<file path="config.mk">
export PLATFORM = sky130hd
export DESIGN_NAME = axi_rd_arbiter_flat
export DESIGN_NICKNAME = d
export VERILOG_FILES = /design/src/rtl/axi_pkg.sv /design/src/rtl/axi_rd_arbiter_if.sv /design/src/rtl/rr_picker.sv /design/src/rtl/axi_rd_arbiter.sv /design/src/flat_wrapper.sv
export SDC_FILE = /design/constraint.sdc
export NUM_CORES = 1
export LEC_CHECK = 0
export BUFFER_PORTS_ARGS = -buffer_cell sky130_fd_sc_hd__buf_2
export CAP_MARGIN = 40
export CORE_AREA = 2 2 90 92
export DETAILED_ROUTE_END_ITERATION = 12
export DIE_AREA = 0 0 92 94
export GPL_TIMING_DRIVEN = 1
export PLACE_DENSITY = 0.77
export SLEW_MARGIN = 10
export SYNTH_ARGS = -nofsm -noshare
export SYNTH_HDL_FRONTEND = slang
export SYNTH_SLANG_ARGS = --single-unit
</file>
<file path="constraint.sdc">
create_clock -name clk -period 3.5 [get_ports clk]
set_input_delay 0.35 -clock clk [delete_from_list [all_inputs] [get_ports clk]]
set_output_delay 0.35 -clock clk [all_outputs]
set_load 0.01 [all_outputs]
</file>
<file path="src/rtl/axi_pkg.sv">
// axi_pkg: shared AXI3 read-channel constants and the AR attribute type.
//
// The AR attribute struct carries the fixed-width part of an AR beat
// (len/size/burst). The id/addr part depends on module parameters, so each
// user wraps ar_attr_t into its own parameterised beat struct.
//
// ar_attr() maps a requestor's (line_fill, size, len) onto AXI attributes:
// - Line fills become INCR word bursts of len+1 beats.
// - Single accesses become one FIXED beat of the requested size.
package axi_pkg;

  localparam logic [1:0] BURST_FIXED = 2'b00;
  localparam logic [1:0] BURST_INCR  = 2'b01;
  localparam logic [2:0] SIZE_WORD   = 3'b010;

  typedef struct packed {
    logic [7:0] len;
    logic [2:0] size;
    logic [1:0] burst;
  } ar_attr_t;

  function automatic ar_attr_t ar_attr(input logic       line_fill,
                                       input logic [1:0] size,
                                       input logic [7:0] len);
    ar_attr_t a;
    if (line_fill) begin
      a.len   = len;
      a.size  = SIZE_WORD;
      a.burst = BURST_INCR;
    end else begin
      a.len   = 8'd0;
      a.size  = {1'b0, size};
      a.burst = BURST_FIXED;
    end
    return a;
  endfunction

endpackage

</file>
<file path="src/rtl/axi_rd_arbiter_if.sv">
// axi_rd_arbiter_if: AXI3 read address (AR) and read data (R) channels.
//
// Modports:
//   master - drives AR and rready (the arbiter side)
//   slave  - drives arready and the R channel (the interconnect/memory side)
interface axi_rd_arbiter_if #(
  parameter int unsigned ADDR_W = 32,
  parameter int unsigned DATA_W = 32,
  parameter int unsigned ID_W   = 4
);

  logic [ID_W-1:0]   arid;
  logic [ADDR_W-1:0] araddr;
  logic [7:0]        arlen;
  logic [2:0]        arsize;
  logic [1:0]        arburst;
  logic [1:0]        arlock;
  logic [3:0]        arcache;
  logic [2:0]        arprot;
  logic              arvalid;
  logic              arready;

  logic [ID_W-1:0]   rid;
  logic [DATA_W-1:0] rdata;
  logic [1:0]        rresp;
  logic              rlast;
  logic              rvalid;
  logic              rready;

  modport master (
    output arid, araddr, arlen, arsize, arburst, arlock, arcache, arprot, arvalid,
    input  arready,
    input  rid, rdata, rresp, rlast, rvalid,
    output rready
  );

  modport slave (
    input  arid, araddr, arlen, arsize, arburst, arlock, arcache, arprot, arvalid,
    output arready,
    output rid, rdata, rresp, rlast, rvalid,
    input  rready
  );

endinterface

</file>
<file path="src/rtl/rr_picker.sv">
// rr_picker: picks one channel from an eligible vector.
//
// Ports:
//   ptr       - round-robin start index (absent with AXI_RD_FIXED_PRIO_EN)
//   eligible  - per-channel candidate vector
//   grant     - one-hot winner (all zero when nothing eligible)
//   grant_idx - binary index of the winner
//   any       - at least one channel eligible
//
// Macro AXI_RD_FIXED_PRIO_EN: lowest eligible index wins and the pointer
// input disappears. Default: first eligible index at or after ptr, wrapping.
module rr_picker #(
  parameter int unsigned NUM_CH = 2,
  parameter int unsigned IDX_W  = 1
) (
`ifndef AXI_RD_FIXED_PRIO_EN
  input  logic [IDX_W-1:0]  ptr,
`endif
  input  logic [NUM_CH-1:0] eligible,
  output logic [NUM_CH-1:0] grant,
  output logic [IDX_W-1:0]  grant_idx,
  output logic              any
);

  always_comb begin
    grant     = '0;
    grant_idx = '0;
    any       = 1'b0;
`ifndef AXI_RD_FIXED_PRIO_EN
    // First pass covers [ptr, NUM_CH); the fallback pass below supplies the
    // wrapped part [0, ptr) because it only fires when this one found nothing.
    for (int unsigned c = 0; c < NUM_CH; c++) begin
      if (!any && eligible[c] && (c >= 32'(ptr))) begin
        any       = 1'b1;
        grant[c]  = 1'b1;
        grant_idx = IDX_W'(c);
      end
    end
`endif
    for (int unsigned c = 0; c < NUM_CH; c++) begin
      if (!any && eligible[c]) begin
        any       = 1'b1;
        grant[c]  = 1'b1;
        grant_idx = IDX_W'(c);
      end
    end
  end

endmodule

</file>
<file path="src/rtl/axi_rd_arbiter.sv">
// axi_rd_arbiter: AXI3 read front end for NUM_CH requestor channels.
//
// One AR register is shared by all channels; a new grant loads it when it is
// empty or being accepted this cycle, so ARs can issue back to back. Each
// channel may have one read outstanding, tagged ARID = channel index, and R
// beats are steered back by RID. No grant is made while wr_idle is low so a
// read can never overtake a write still in the write engine.
//
// Ports:
//   clk, reset          - clock, synchronous active-high reset
//   req_*               - per-channel request (valid/addr/size/burst/len),
//                         req_ready is a one-hot accept pulse
//   ret_valid/last/data - per-channel R beat return (data is shared)
//   wr_idle             - write engine idle; gates new grants
//   rd_busy             - AR pending or any read outstanding
//   axi                 - AR/R channels (master modport)
//
// Macro AXI_RD_FIXED_PRIO_EN: fixed priority (lowest index) instead of
// round-robin; the RR pointer is not built.
module axi_rd_arbiter
  import axi_pkg::*;
#(
  parameter int unsigned NUM_CH = 2,
  parameter int unsigned ADDR_W = 32,
  parameter int unsigned DATA_W = 32,
  parameter int unsigned ID_W   = 4
) (
  input  logic                     clk,
  input  logic                     reset,
  input  logic [NUM_CH-1:0]        req_valid,
  output logic [NUM_CH-1:0]        req_ready,
  input  logic [NUM_CH*ADDR_W-1:0] req_addr,
  input  logic [NUM_CH*2-1:0]      req_size,
  input  logic [NUM_CH-1:0]        req_burst,
  input  logic [NUM_CH*8-1:0]      req_len,
  output logic [NUM_CH-1:0]        ret_valid,
  output logic [NUM_CH-1:0]        ret_last,
  output logic [DATA_W-1:0]        ret_data,
  input  logic                     wr_idle,
  output logic                     rd_busy,
  axi_rd_arbiter_if.master         axi
);

  localparam int unsigned IDX_W = (NUM_CH > 1) ? $clog2(NUM_CH) : 1;

  typedef struct packed {
    logic [ID_W-1:0]   id;
    logic [ADDR_W-1:0] addr;
    ar_attr_t          attr;
  } ar_beat_t;

  // State
  logic              ar_valid_q, ar_valid_d;
  ar_beat_t          ar_q, ar_d;
  logic [NUM_CH-1:0] outstanding_q, outstanding_d;
`ifndef AXI_RD_FIXED_PRIO_EN
  logic [IDX_W-1:0]  rr_ptr_q, rr_ptr_d;
`endif

  // Decode
  logic              ar_fire;
  logic              ar_free;
  logic              grant_en;
  logic [NUM_CH-1:0] ar_hit;     // channel owning the pending AR
  logic [NUM_CH-1:0] r_hit;      // R beat addresses a channel with a read in flight
  logic [NUM_CH-1:0] r_done;     // last beat of that read
  logic [NUM_CH-1:0] eligible;
  logic [NUM_CH-1:0] pick_grant;
  logic [IDX_W-1:0]  pick_idx;
  logic              pick_any;

  logic [ADDR_W-1:0] sel_addr;
  logic [1:0]        sel_size;
  logic              sel_burst;
  logic [7:0]        sel_len;

  assign ar_fire = ar_valid_q & axi.arready;
  assign ar_free = ~ar_valid_q | axi.arready;

  for (genvar c = 0; c < NUM_CH; c++) begin : g_ch
    assign ar_hit[c]   = ar_valid_q & (ar_q.id == ID_W'(c));
    // Gating with outstanding drops stale beats (e.g. after reset) and beats
    // for channels that never issued a read.
    assign r_hit[c]    = axi.rvalid & (axi.rid == ID_W'(c)) & outstanding_q[c];
    assign r_done[c]   = r_hit[c] & axi.rlast;
    assign eligible[c] = req_valid[c] & ~outstanding_q[c] & ~ar_hit[c];
  end

  rr_picker #(
    .NUM_CH (NUM_CH),
    .IDX_W  (IDX_W)
  ) u_picker (
`ifndef AXI_RD_FIXED_PRIO_EN
    .ptr       (rr_ptr_q),
`endif
    .eligible  (eligible),
    .grant     (pick_grant),
    .grant_idx (pick_idx),
    .any       (pick_any)
  );

  assign grant_en = ar_free & wr_idle & pick_any;

  // Request field mux for the winning channel.
  always_comb begin
    sel_addr  = '0;
    sel_size  = '0;
    sel_burst = 1'b0;
    sel_len   = '0;
    for (int unsigned c = 0; c < NUM_CH; c++) begin
      if (pick_grant[c]) begin
        sel_addr  = req_addr[c*ADDR_W +: ADDR_W];
        sel_size  = req_size[c*2 +: 2];
        sel_burst = req_burst[c];
        sel_len   = req_len[c*8 +: 8];
      end
    end
  end

  // State register
  always_ff @(posedge clk) begin
    if (reset) begin
      ar_valid_q    <= 1'b0;
      ar_q          <= '0;
      outstanding_q <= '0;
`ifndef AXI_RD_FIXED_PRIO_EN
      rr_ptr_q      <= '0;
`endif
    end else begin
      ar_valid_q    <= ar_valid_d;
      ar_q          <= ar_d;
      outstanding_q <= outstanding_d;
`ifndef AXI_RD_FIXED_PRIO_EN
      rr_ptr_q      <= rr_ptr_d;
`endif
    end
  end

  // Next state
  always_comb begin
    ar_valid_d = ar_valid_q;
    ar_d       = ar_q;
`ifndef AXI_RD_FIXED_PRIO_EN
    rr_ptr_d   = rr_ptr_q;
`endif

    if (ar_fire) begin
      ar_valid_d = 1'b0;
    end
    // A grant while the current AR is accepted reloads the register directly.
    if (grant_en) begin
      ar_valid_d = 1'b1;
      ar_d.id    = ID_W'(pick_idx);
      ar_d.addr  = sel_addr;
      ar_d.attr  = ar_attr(sel_burst, sel_size, sel_len);
`ifndef AXI_RD_FIXED_PRIO_EN
      rr_ptr_d   = (pick_idx == IDX_W'(NUM_CH - 1)) ? '0 : pick_idx + IDX_W'(1);
`endif
    end

    // Clear and set never hit the same channel: a channel with a read in
    // flight is not eligible, so it cannot own the AR being accepted.
    outstanding_d = outstanding_q & ~r_done;
    if (ar_fire) begin
      outstanding_d = outstanding_d | ar_hit;
    end
  end

  // Outputs
  always_comb begin
    req_ready   = grant_en ? pick_grant : '0;
    ret_valid   = r_hit;
    ret_last    = r_done;
    ret_data    = axi.rdata;
    rd_busy     = ar_valid_q | (|outstanding_q);

    axi.arvalid = ar_valid_q;
    axi.arid    = ar_q.id;
    axi.araddr  = ar_q.addr;
    axi.arlen   = ar_q.attr.len;
    axi.arsize  = ar_q.attr.size;
    axi.arburst = ar_q.attr.burst;
    axi.arlock  = 2'b00;
    axi.arcache = 4'b0000;
    axi.arprot  = 3'b000;
    axi.rready  = 1'b1;
  end

  // rresp carries no routing information; errors are not reported upstream.
  logic unused_rresp;
  assign unused_rresp = ^axi.rresp;

endmodule

</file>
<file path="src/flat_wrapper.sv">
// flat-port wrapper written by rule: the top's interface ports become plain ports
module axi_rd_arbiter_flat import axi_pkg::*;
#(
  parameter int unsigned NUM_CH = 2,
  parameter int unsigned ADDR_W = 32,
  parameter int unsigned DATA_W = 32,
  parameter int unsigned ID_W   = 4
)
  (clk, reset, req_valid, req_ready, req_addr, req_size, req_burst, req_len, ret_valid, ret_last, ret_data, wr_idle, rd_busy, axi_arid, axi_araddr, axi_arlen, axi_arsize, axi_arburst, axi_arlock, axi_arcache, axi_arprot, axi_arvalid, axi_arready, axi_rid, axi_rdata, axi_rresp, axi_rlast, axi_rvalid, axi_rready);
  axi_rd_arbiter_if #(.ADDR_W(ADDR_W), .DATA_W(DATA_W), .ID_W(ID_W)) axi_i ();
  input  logic clk;
  input  logic reset;
  input  logic [NUM_CH-1:0] req_valid;
  output logic [NUM_CH-1:0] req_ready;
  input  logic [NUM_CH*ADDR_W-1:0] req_addr;
  input  logic [NUM_CH*2-1:0] req_size;
  input  logic [NUM_CH-1:0] req_burst;
  input  logic [NUM_CH*8-1:0] req_len;
  output logic [NUM_CH-1:0] ret_valid;
  output logic [NUM_CH-1:0] ret_last;
  output logic [DATA_W-1:0] ret_data;
  input  logic wr_idle;
  output logic rd_busy;
  output wire logic [$bits(axi_i.arid)-1:0] axi_arid;
  output wire logic [$bits(axi_i.araddr)-1:0] axi_araddr;
  output wire logic [$bits(axi_i.arlen)-1:0] axi_arlen;
  output wire logic [$bits(axi_i.arsize)-1:0] axi_arsize;
  output wire logic [$bits(axi_i.arburst)-1:0] axi_arburst;
  output wire logic [$bits(axi_i.arlock)-1:0] axi_arlock;
  output wire logic [$bits(axi_i.arcache)-1:0] axi_arcache;
  output wire logic [$bits(axi_i.arprot)-1:0] axi_arprot;
  output wire logic [$bits(axi_i.arvalid)-1:0] axi_arvalid;
  input wire logic [$bits(axi_i.arready)-1:0] axi_arready;
  input wire logic [$bits(axi_i.rid)-1:0] axi_rid;
  input wire logic [$bits(axi_i.rdata)-1:0] axi_rdata;
  input wire logic [$bits(axi_i.rresp)-1:0] axi_rresp;
  input wire logic [$bits(axi_i.rlast)-1:0] axi_rlast;
  input wire logic [$bits(axi_i.rvalid)-1:0] axi_rvalid;
  output wire logic [$bits(axi_i.rready)-1:0] axi_rready;
  assign axi_arid = axi_i.arid;
  assign axi_araddr = axi_i.araddr;
  assign axi_arlen = axi_i.arlen;
  assign axi_arsize = axi_i.arsize;
  assign axi_arburst = axi_i.arburst;
  assign axi_arlock = axi_i.arlock;
  assign axi_arcache = axi_i.arcache;
  assign axi_arprot = axi_i.arprot;
  assign axi_arvalid = axi_i.arvalid;
  assign axi_i.arready = axi_arready;
  assign axi_i.rid = axi_rid;
  assign axi_i.rdata = axi_rdata;
  assign axi_i.rresp = axi_rresp;
  assign axi_i.rlast = axi_rlast;
  assign axi_i.rvalid = axi_rvalid;
  assign axi_rready = axi_i.rready;
  axi_rd_arbiter #(.NUM_CH(NUM_CH), .ADDR_W(ADDR_W), .DATA_W(DATA_W), .ID_W(ID_W)) u_core (.clk(clk), .reset(reset), .req_valid(req_valid), .req_ready(req_ready), .req_addr(req_addr), .req_size(req_size), .req_burst(req_burst), .req_len(req_len), .ret_valid(ret_valid), .ret_last(ret_last), .ret_data(ret_data), .wr_idle(wr_idle), .rd_busy(rd_busy), .axi(axi_i));
endmodule
</file>
==> results.sh <==
export IMPL_status="finished clean"
export IMPL_layout_commonest_cell="buf_2"
export IMPL_die_w_um=92
export IMPL_cp_max_fo=35
export IMPL_synth_edf_count=0
export IMPL_synth_area_top_cells="dfxtp_1, buf_4, nand3_1"
export IMPL_yosysTopAreaCell="dfxtp_1"
export IMPL_min_to="u_core.axi.araddr[23]$_SDFFE_PP0P_"
export IMPL_async_reset_ff_share_pct=0
export IMPL_synth_compound_area_share_pct=27.0
export IMPL_portBuffers=149
export IMPL_cp_required_ns=3.67
export IMPL_postPlaceCellArea_um2=3300
export IMPL_worst_pin_slew_ns=0.890
export IMPL_final_core_util_pct=44.6
export IMPL_cts_root_buf="clkbuf_8"
export IMPL_synth_fa_ha_area_share_pct=0
export IMPL_cts_buffer_depth=2
export IMPL_drv_slew=0
export IMPL_worstSetupPathType="reg -> reg"
export IMPL_gp_congestion=0.750
export IMPL_fp_coreArea_um2=7610
export IMPL_post_cts_resized=0
export IMPL_mostFrequentLayoutCells="buf_2, nand3_1, dfxtp_1"
export IMPL_die_area_um2=8650
export IMPL_synthCells=332
export IMPL_synth_seq_area_share_pct=34.1
export IMPL_crit_chain="nand2_1 -> o211ai_4 -> or3_1 -> o32ai_2"
export IMPL_die_y_um=94
export IMPL_rows=32
export IMPL_postCtsHoldBufs=0
export IMPL_syn_avg_cell_area_um2=8.49
export IMPL_endpoint_kind="flip-flop"
export IMPL_muxShareOfSynthArea_pct=0.355
export IMPL_path_clk_slew_ns=0.10
export IMPL_grt_overflow_total=0
export IMPL_ant_nets=0
export IMPL_start_util_pct=37.0
export IMPL_drt_initial_drc_count=121
export IMPL_antenna_cells=0
export IMPL_clock_latency_ns=0.30
export IMPL_hold_slack_ns=0.303
export IMPL_finalSetupViolations=0
export IMPL_grt_util_all_layers_pct=18.2
export IMPL_rsz0062_at_grt="no"
export IMPL_ys_warn_count=0
export IMPL_antenna_found_initial=0
export IMPL_synth_top_family_by_area="compound AO/OA/AOI/OAI gates"
export IMPL_syn_to_final_growth_pct=20.4
export IMPL_cts_tree="yes"
export IMPL_setup_tns_ns=0
export IMPL_dp_hpwl_um=5510
export IMPL_vias=2844
export IMPL_finalPower_uw=1290
export IMPL_synth_cell_types=39
export IMPL_post_route_drc_count=0
export IMPL_post_cts_buffers=0
export IMPL_grt_start_max_net_pins=50
export IMPL_ys_flop_type="dfxtp_1"
export IMPL_wl_per_cell_um=15.0
export IMPL_syn_area_um2=2820
export IMPL_synth_xor_area_share_pct=0
export IMPL_cts_sinks=48
export IMPL_hold_path_depth=3
export IMPL_synth_seq_cells=48
export IMPL_r2r_cells=4
export IMPL_hold_path_class="in -> reg"
export IMPL_yosys_area_share_simple_pct=20.0
export IMPL_drive_above_1_share_pct=42.8
export IMPL_r2r_setup_slack_ns=1.18
export IMPL_routed_via_density=5.33
export IMPL_r2r_end="u_core.axi.arlen[5]$_SDFFE_PP0P_"
export IMPL_grt_pass1_wl_um=12800
export IMPL_dr_pass1_iters=4
export IMPL_hold_viol=0
export IMPL_grt_pass1_vias=2760
export IMPL_arrival_ns=2.49
export IMPL_fin_crit_ns=2.32
export IMPL_r2r_start="u_core.axi.arid[0]$_SDFFE_PP0P_"
export IMPL_startpoint_type="flip-flop"
export IMPL_htreeDepth=2
export IMPL_fin_worst_skew_ns=0.0105
export IMPL_leakagePower_uw=0.00150
export IMPL_fin_nets=563
export IMPL_max_vdd_ir_drop_mv=0.176
export IMPL_maxCapViolations=0
export IMPL_fin_crit_sh_pct=66.3
export IMPL_slowest_delay_ns=0.74
export IMPL_ios=231
export IMPL_slew_headroom_pct=40.4
export IMPL_p_per_area_nw_per_um2=381
export IMPL_slowest_stage="o211ai_4"
export IMPL_hp_start="req_addr[55]"
export IMPL_wl_um=8020
export IMPL_max_freq_mhz=431
export IMPL_stdcell_area_um2=3390
export IMPL_yosysTopAreaCellShare_pct=34.1
export IMPL_cts_made_buffers=5
[registers in the layout, indices dropped and copies added (netlist names)]
signal / count
u_core.axi.arsize: 2
u_core.axi.araddr: 32
u_core.outstanding_q: 2
u_core.rr_ptr_q: 1
u_core.axi.arlen: 8
u_core.axi.arburst: 1
u_core.axi.arid: 1
u_core.axi.arvalid: 1
[stage by stage]
stage | worst slack, ns | instances
finish | 1.18 | 534
global route | 1.01 | 534
CTS | 1.18 | 534
detailed placement | 1.19 | 526
global placement | 1.26 | 526
floorplan | 1.74 | 345
[routing by layer]
layer | vias to the layer above | global-route usage, % | part of all wire (%)
met3 | 25 | 4.49 | 8.0
met5 | - | 0 | 0
met4 | 0 | 4.60 | 1.5
li1 | 1355 | - | -
met2 | 156 | 32.5 | 48
met1 | 1308 | 21.8 | 43
[worst max-delay path by stage]
stage	startpoint	end	cells after the start	slack (ns)
final	u_core.axi.arid[0]$_SDFFE_PP0P_	u_core.axi.arlen[5]$_SDFFE_PP0P_	4	1.18
after global routing	u_core.axi.arvalid$_SDFFE_PP0P_	req_ready[1]	6	1.01
after CTS	u_core.axi.arvalid$_SDFFE_PP0P_	req_ready[1]	6	1.18
after detailed placement	u_core.axi.arid[0]$_SDFFE_PP0P_	u_core.axi.arlen[1]$_SDFFE_PP0P_	4	1.19
after global placement	u_core.axi.arid[0]$_SDFFE_PP0P_	u_core.axi.arlen[0]$_SDFFE_PP0P_	4	1.26
after floorplan	u_core.axi.arvalid$_SDFFE_PP0P_	req_ready[0]	5	1.74
[where the power goes]
group          internal (uW)  total [uW]  switching [uW]
clock                    160         351             191
combinational            136         335             199
sequential               583         606            23.0
total                    880        1290             413
[cells by family (layout without fill, tap and decap cells)]
group           Yosys count  after routing
simple gates             98             98
buf+inv                  81            168
mux                       1              1
other cells               2             15
flops                    48             48
compound gates          102            102
[synth_stat cells, types with 2 or more instances]
| cell type | instances |
|---|---|
| a31oi_1 | 32 |
| buf_4 | 49 |
| a21oi_1 | 7 |
| nand3_1 | 64 |
| o32ai_2 | 9 |
| dfxtp_1 | 48 |
| nor2_1 | 5 |
| clkbuf_1 | 12 |
| nand2_1 | 3 |
| conb_1 | 2 |
| o21ai_0 | 35 |
| a22oi_1 | 10 |
| nor2b_4 | 2 |
| nand2b_1 | 11 |
| and2_1 | 2 |
| inv_1 | 3 |
| buf_2 | 16 |
[critical path, delay by kind of cell (launching register included)]
kind               cells  cell delay [ns]
AOI/OAI and AO/OA      2             0.89
DFF                    1             0.59
and+or+nand+nor        2             0.71
[area by class of cell]
type / instances / area, um2
multi-input cells: 216 / 1390
flip-flops and latches: 48 / 961
clock buffers: 6 / 82.6
inverters: 3 / 11.3
well taps: 102 / 128
repair buffers: 157 / 806
fillers: 769 / 4210
clock inverters: 2 / 15.0
Note: power is estimated with default switching activity, not from simulation.
